==> src/rtl/filter_test_sequencer_pkg.sv <==
// Shared types and default sizes for the filter test sequencer.
// State encoding is fixed so captured debug dumps stay decodable.
package filter_test_sequencer_pkg;

    typedef enum logic [1:0] {
        ST_IDLE  = 2'd0,
        ST_RUN   = 2'd1,
        ST_FLUSH = 2'd2,
        ST_DONE  = 2'd3
    } state_t;

    localparam int DEF_DATA_W  = 32;
    localparam int DEF_ADDR_W  = 8;
    localparam int DEF_DEPTH   = 256;
    localparam int DEF_LATENCY = 4;
    localparam int DEF_DIV_W   = 4;

endpackage

==> src/rtl/filter_test_sequencer_strobe_divider.sv <==
// Clock-enable divider: strobe on the first enabled clock, then
// every div+1 clocks. Counter is held at zero while disabled.
module strobe_divider #(
    parameter int DIV_W = 4
) (
    input  logic             clk,
    input  logic             rst_n,
    input  logic             en,
    input  logic [DIV_W-1:0] div,
    output logic             samp_en
);

    logic [DIV_W-1:0] cnt;

    assign samp_en = en && (cnt == '0);

    // Free-running modulo div+1 counter while enabled
    always_ff @(posedge clk or negedge rst_n) begin
        if (!rst_n) begin
            cnt <= '0;
        end else if (!en) begin
            cnt <= '0;
        end else if (cnt == div) begin
            cnt <= '0;
        end else begin
            cnt <= cnt + 1'b1;
        end
    end

endmodule

==> src/rtl/filter_test_sequencer.sv <==
// Stimulus/capture sequencer for bench-testing a filter core.
// Captures run LATENCY strobes behind the stimulus address.
module filter_test_sequencer
    import filter_test_sequencer_pkg::*;
#(
    parameter int DATA_W  = DEF_DATA_W,
    parameter int ADDR_W  = DEF_ADDR_W,
    parameter int DEPTH   = DEF_DEPTH,
    parameter int LATENCY = DEF_LATENCY,
    parameter int DIV_W   = DEF_DIV_W
) (
    input  logic              clk,
    input  logic              rst,
    input  logic              start,
    input  logic              stop,
    input  logic              continuous,
    input  logic [DIV_W-1:0]  div,
    input  logic [DATA_W-1:0] filt_out,
    output logic [ADDR_W-1:0] stim_addr,
    output logic              stim_zero,
    output logic              samp_en,
    output logic [ADDR_W-1:0] cap_addr,
    output logic [DATA_W-1:0] cap_data,
    output logic              cap_wren,
    output logic              busy,
    output logic              done,
    output logic              trigOut
);

    localparam int WARM_W = $clog2(LATENCY + 1);
    localparam logic [ADDR_W-1:0] LAST = ADDR_W'(DEPTH - 1);
    localparam logic [WARM_W-1:0] WARM_END = WARM_W'(LATENCY);

    state_t            state;
    logic              cont_q;
    logic              stop_q;
    logic [DIV_W-1:0]  div_q;
    logic [WARM_W-1:0] warm;
    logic              run_en;
    logic              warm_done;

    assign run_en    = (state == ST_RUN) || (state == ST_FLUSH);
    assign warm_done = (warm == WARM_END);
    assign busy      = run_en;
    assign done      = (state == ST_DONE);
    assign stim_zero = (state == ST_FLUSH);
    assign cap_wren  = samp_en && warm_done;
    assign cap_data  = cap_wren ? filt_out : '0;
    assign trigOut   = samp_en && (state == ST_RUN) && (stim_addr == '0);

    strobe_divider #(
        .DIV_W(DIV_W)
    ) u_div (
        .clk    (clk),
        .rst_n  (rst),
        .en     (run_en),
        .div    (div_q),
        .samp_en(samp_en)
    );

    // Frame sequencing, address counters and warmup tracking
    always_ff @(posedge clk or negedge rst) begin
        if (!rst) begin
            state     <= ST_IDLE;
            cont_q    <= 1'b0;
            stop_q    <= 1'b0;
            div_q     <= '0;
            warm      <= '0;
            stim_addr <= '0;
            cap_addr  <= '0;
        end else begin
            unique case (state)
                ST_IDLE, ST_DONE: begin
                    stop_q <= 1'b0;
                    if (start && !stop) begin
                        state     <= ST_RUN;
                        cont_q    <= continuous;
                        div_q     <= div;
                        warm      <= '0;
                        stim_addr <= '0;
                        cap_addr  <= '0;
                    end
                end
                ST_RUN: begin
                    if (stop) begin
                        stop_q <= 1'b1;
                    end
                    if (samp_en) begin
                        if (!warm_done) begin
                            warm <= warm + 1'b1;
                        end
                        if (cap_wren) begin
                            cap_addr <= (cap_addr == LAST) ?
                                        '0 : cap_addr + 1'b1;
                        end
                        if (stim_addr == LAST) begin
                            stim_addr <= '0;
                            if (!cont_q || stop_q || stop) begin
                                state <= ST_FLUSH;
                            end
                        end else begin
                            stim_addr <= stim_addr + 1'b1;
                        end
                    end
                end
                ST_FLUSH: begin
                    // Last write holds cap_addr so it reads DEPTH-1 in DONE
                    if (cap_wren) begin
                        if (cap_addr == LAST) begin
                            state <= ST_DONE;
                        end else begin
                            cap_addr <= cap_addr + 1'b1;
                        end
                    end
                end
            endcase
        end
    end

endmodule

==> config.mk <==
export PLATFORM = sky130hd
export DESIGN_NAME = filter_test_sequencer
export DESIGN_NICKNAME = d
export VERILOG_FILES = /design/src/rtl/filter_test_sequencer_pkg.sv /design/src/rtl/filter_test_sequencer_strobe_divider.sv /design/src/rtl/filter_test_sequencer.sv
export SDC_FILE = /design/constraint.sdc
export NUM_CORES = 1
export LEC_CHECK = 0
export CORE_AREA = 2 2 77 79
export CTS_CLUSTER_SIZE = 25
export DETAILED_ROUTE_END_ITERATION = 16
export DIE_AREA = 0 0 79 81
export HOLD_SLACK_MARGIN = 0.03
export PLACE_DENSITY_LB_ADDON = 0.05
export SYNTH_ARGS = -nofsm -noshare
export SYNTH_HDL_FRONTEND = slang
export SYNTH_SLANG_ARGS = --single-unit
==> constraint.sdc <==
create_clock -name clk -period 2.6 [get_ports clk]
set_input_delay 0.52 -clock clk [delete_from_list [all_inputs] [get_ports clk]]
set_output_delay 0.52 -clock clk [all_outputs]
set_load 0.05 [all_outputs]
==> metrics.md <==
| Metric | Value |
|---|---|
| Result of the run | finished, violations left |
| Violations in the final reports | negative setup slack |
| Final min period | 2720 ps |
| Pin count of the biggest net entering global routing | 32 |
| Routed wire per std cell | 16.1 microns |
| Number of cell rows | 28 |
| Number of setup violations in the final report | 34 |
| Max Clk Rate | 368 MHz |
| RD Place Congestion | 0.811 |
| Worst-path cell with the longest stage delay | sky130_fd_sc_hd__or4b_4 |
| Flip-flop and latch count after synthesis | 31 |
| RSZ-0062 raised after global routing | yes |
| Worst-skew pair later-pin latency | 290 ps |
| Register-to-Register Path Depth | 9 |
| Number of enable-type register cells in the synthesized netlist | 0 |
| Number of nets with antenna violations after detailed routing | 0 |
| GRT Util Overall | 21.3% |
| Top-area cell type share of the netlist area | 38.4% |
| Worst setup path category | reg2out |
| Sequential group share of total power | 23.2% |
| Initial core utilization | 35.6% |
| Clock-pin transition on the worst setup and hold timing paths | 70 ps |
| Number of buffers inserted during clock tree synthesis | 5 |
| Area grow syn2layout | 90.6% |
| Std-Cell Core Area | 0.00568 sq mm |
| Number of primary I/O pins | 95 |
| Most used flip-flop cell after synthesis | sky130_fd_sc_hd__dfrtp_1 |
| Die outline area | 0.00640 sq mm |
| Number of distinct library cells after synthesis | 44 |
| Count of unresolved DRC violations after routing | 0 |
| Via count | 2093 |
| Leading post-synthesis cells by cell area | sky130_fd_sc_hd__dfrtp_1, sky130_fd_sc_hd__and2_1, sky130_fd_sc_hd__ha_1 |
| Max VDD drop | 0.604 mV |
| P_int | 1.68 mW |
| Total Nets Final | 393 |
| Highest net fanout along the worst path | 8 |
| Power per standard cell area | 821 mW/mm^2 |
| LEAKAGE | 1.64 nW |
| Required arrival time at the worst endpoint | 2080 ps |
| Post-synthesis sequential area ratio | 38.4% |
| Portion of total power attributed to the clock network | 12.3% |
| Class of the tightest hold or removal check | reg2reg |
| Most common cell on crit path | sky130_fd_sc_hd__clkinv_8 |
| Number of hold violations in the final report | 0 |
| Mean post-synth cell area | 8.97 sq um |
| Switching power share of the total | 46.7% |
| Maximum clock skew at final layout | 6.11 ps |
| CTS tree | yes |
| Via count of the first global-routing pass | 2008 |
| Post-synth top area cell | sky130_fd_sc_hd__dfrtp_1 |
| Series of cell instances along the critical path | ha_4 > or4b_4 > clkinv_8 > nand3_4 > clkinv_8 > clkbuf_16 > and2_4 > buf_12 |
| Yosys Warn Count | 0 |
| Largest stage delay, worst path | 530 ps |
| Net count after synthesis | 277 |
| Measured slew at the worst slew-check pin | 838 ps |
| Overflow left after global routing | 0 |
| Hold Slack | 521 ps |
| Net switching power of the design | 1.48 mW |
| Width of the chip | 79 microns |
| Half-perimeter wire length after placement | 4.87 mm |
| Arrival time reported for the critical path endpoint | 2200 ps |
| 1st-pass router iterations | 4 |
| Die Height | 81 microns |
| Least setup slack across all paths after layout | -120 ps |
| Wirelength, routed | 6.71 mm |
| Max H-tree Level | 2 |
| Number of cells on the worst hold path | 2 |
| Number of standard cells in the final layout excluding fillers | 417 |
| Crit end category | output port |
| Combined area of all synthesized cells | 0.00202 sq mm |
| Antenna Diode Count | 0 |
| Fraction of final layout cells with drive strength greater than 1 | 33.6% |
| Period utilization | 105% |
| Worst rel slew slack | 43.4% |
| Max-Cap Viols | 0 |
| Share of synthesized registers carrying an async set or reset | 100% |
| Placed Cells incl. Taps | 396 |
| CP startpoint kind | register |
| Accumulated negative setup slack | -3420 ps |
| Clock sinks | 31 |
| Global-route wire length before repair | 10.5 mm |
| Logic gate share of total power | 64.5% |
| I/O Buffers | 94 |
| Post-synthesis instance total | 225 |
| Detailed Route Iter0 Violations | 105 |
| Clock root buffer | sky130_fd_sc_hd__clkbuf_8 |
| Number of antenna violations at the first check in global routing | 0 |
| Vias per std cell | 5.02 |
| Final Slew Violations | 0 |
| Largest buffer count on any clock path | 2 |
flip-flops by register name (all words and copies together), names as in the netlist:
name       count
cap_addr       8
cont_q         1
div_q          4
state          2
stim_addr      8
stop_q         1
u_div.cnt      4
warm           3
per-layer routing:
layer	wire length [microns]	track usage, %	vias to the layer above
met5	0	0	-
met4	77	7.07	0
met3	394	5.00	6
met2	3470	36.5	58
met1	2770	26.7	1003
li1	-	-	1026
synthesized netlist by cell type, types with 4 or more instances:
cell	number
sky130_fd_sc_hd__and3_1	6
sky130_fd_sc_hd__ha_1	11
sky130_fd_sc_hd__inv_1	13
sky130_fd_sc_hd__a21oi_1	6
sky130_fd_sc_hd__o21ai_0	8
sky130_fd_sc_hd__clkbuf_1	5
sky130_fd_sc_hd__mux2_2	5
sky130_fd_sc_hd__nand2b_1	4
sky130_fd_sc_hd__dfrtp_1	31
sky130_fd_sc_hd__nand4_1	4
sky130_fd_sc_hd__nor2_1	15
sky130_fd_sc_hd__nand3_1	9
sky130_fd_sc_hd__and2_1	32
sky130_fd_sc_hd__nor3_1	5
sky130_fd_sc_hd__xor2_1	5
sky130_fd_sc_hd__nand2_1	20
what timing repair did:
item / 4_1_cts / 5_1_grt
setup endpoints to repair: 34 / 35
gates resized for setup: 11 / 2
pin swaps: 3 / 19
hold buffers: 0 / 0
gates cloned: 2 / 2
setup buffers: 7 / 2
cells in the final DEF, fill, tap and decap left out, types with 4 or more instances in the layout:
cell                              instances
sky130_fd_sc_hd__a21oi_1                  6
sky130_fd_sc_hd__and2_4                  33
sky130_fd_sc_hd__and3_1                   5
sky130_fd_sc_hd__buf_12                  36
sky130_fd_sc_hd__buf_4                   17
sky130_fd_sc_hd__clkbuf_8                 5
sky130_fd_sc_hd__clkdlybuf4s50_1         58
sky130_fd_sc_hd__dfrtp_1                 31
sky130_fd_sc_hd__ha_1                    10
sky130_fd_sc_hd__inv_1                   11
sky130_fd_sc_hd__mux2_2                   5
sky130_fd_sc_hd__nand2_1                 20
sky130_fd_sc_hd__nand2b_1                 4
sky130_fd_sc_hd__nand3_1                  8
sky130_fd_sc_hd__nand4_1                  4
sky130_fd_sc_hd__nor2_1                  15
sky130_fd_sc_hd__nor3_1                   5
sky130_fd_sc_hd__o21ai_0                  8
sky130_fd_sc_hd__xor2_1                   5
worst paths after layout:
| path | startpoint | to | slack (ps) |
|---|---|---|---|
| max | state[1] | cap_data[18] | -120 |
| min | stop_q | stop_q | 520 |
| max reg2reg | state[1] | stim_addr[6] | 170 |
| min reg2reg | stop_q | stop_q | 520 |
| max in group asynchronous | rst | warm[0] | 1660 |
| min in group asynchronous | rst | cap_addr[2] | 640 |
power by group through the flow:
| stage | Clock (mW) | Combinational (mW) | Sequential (mW) |
|---|---|---|---|
| floorplan | 0 | 1.10 | 0.817 |
| global placement | 0 | 1.84 | 0.736 |
| detailed placement | 0 | 1.88 | 0.740 |
| CTS | 0.396 | 2.02 | 0.731 |
| global route | 0.421 | 2.19 | 0.753 |
| finish | 0.387 | 2.04 | 0.732 |
area by class of cell:
class	instances	area (sq um)
clock buffer	5	68.8
clock inverter	3	20.0
fill	447	1830
inverter	14	77.6
multi-input combinational	174	1280
sequential	31	776
tap	75	93.8
timing repair buffer	115	1530
critical path, delay by kind of cell (launching register included):
| kind | cells | cell delay (ps) |
|---|---|---|
| and+or+nand+nor | 3 | 770 |
| buffers and inverters | 4 | 460 |
| DFF | 1 | 420 |
| adders and majority gates | 1 | 250 |
logic make-up (layout without fill, tap and decap cells):
group                      count (synthesis)  in the layout  share of synthesized area (%)
AOI/OAI and AO/OA                         42             42                           15.1
xor gates and xnor gates                   6              6                           2.60
adders and majority gates                 11             11                           6.82
buffers and inverters                     20            137                           3.78
DFF                                       31             31                           38.4
muxes                                      8              8                           4.28
and+or+nand+nor                          107            107                           29.0
through the flow:
step / instance area (sq um) / util [%] / total power, mW / setup slack, ps
final: 3850 / 67.8 / 3.16 / -120
after CTS: 3780 / 66.5 / 3.14 / -189
after detailed placement: 3550 / 62.6 / 2.62 / 53.5
after global routing: 3850 / 67.8 / 3.37 / -187
after floorplan: 2150 / - / 1.92 / 20.6
after global placement: 3550 / 62.6 / 2.58 / 98.6
Note: power is estimated with default switching activity, not from simulation.
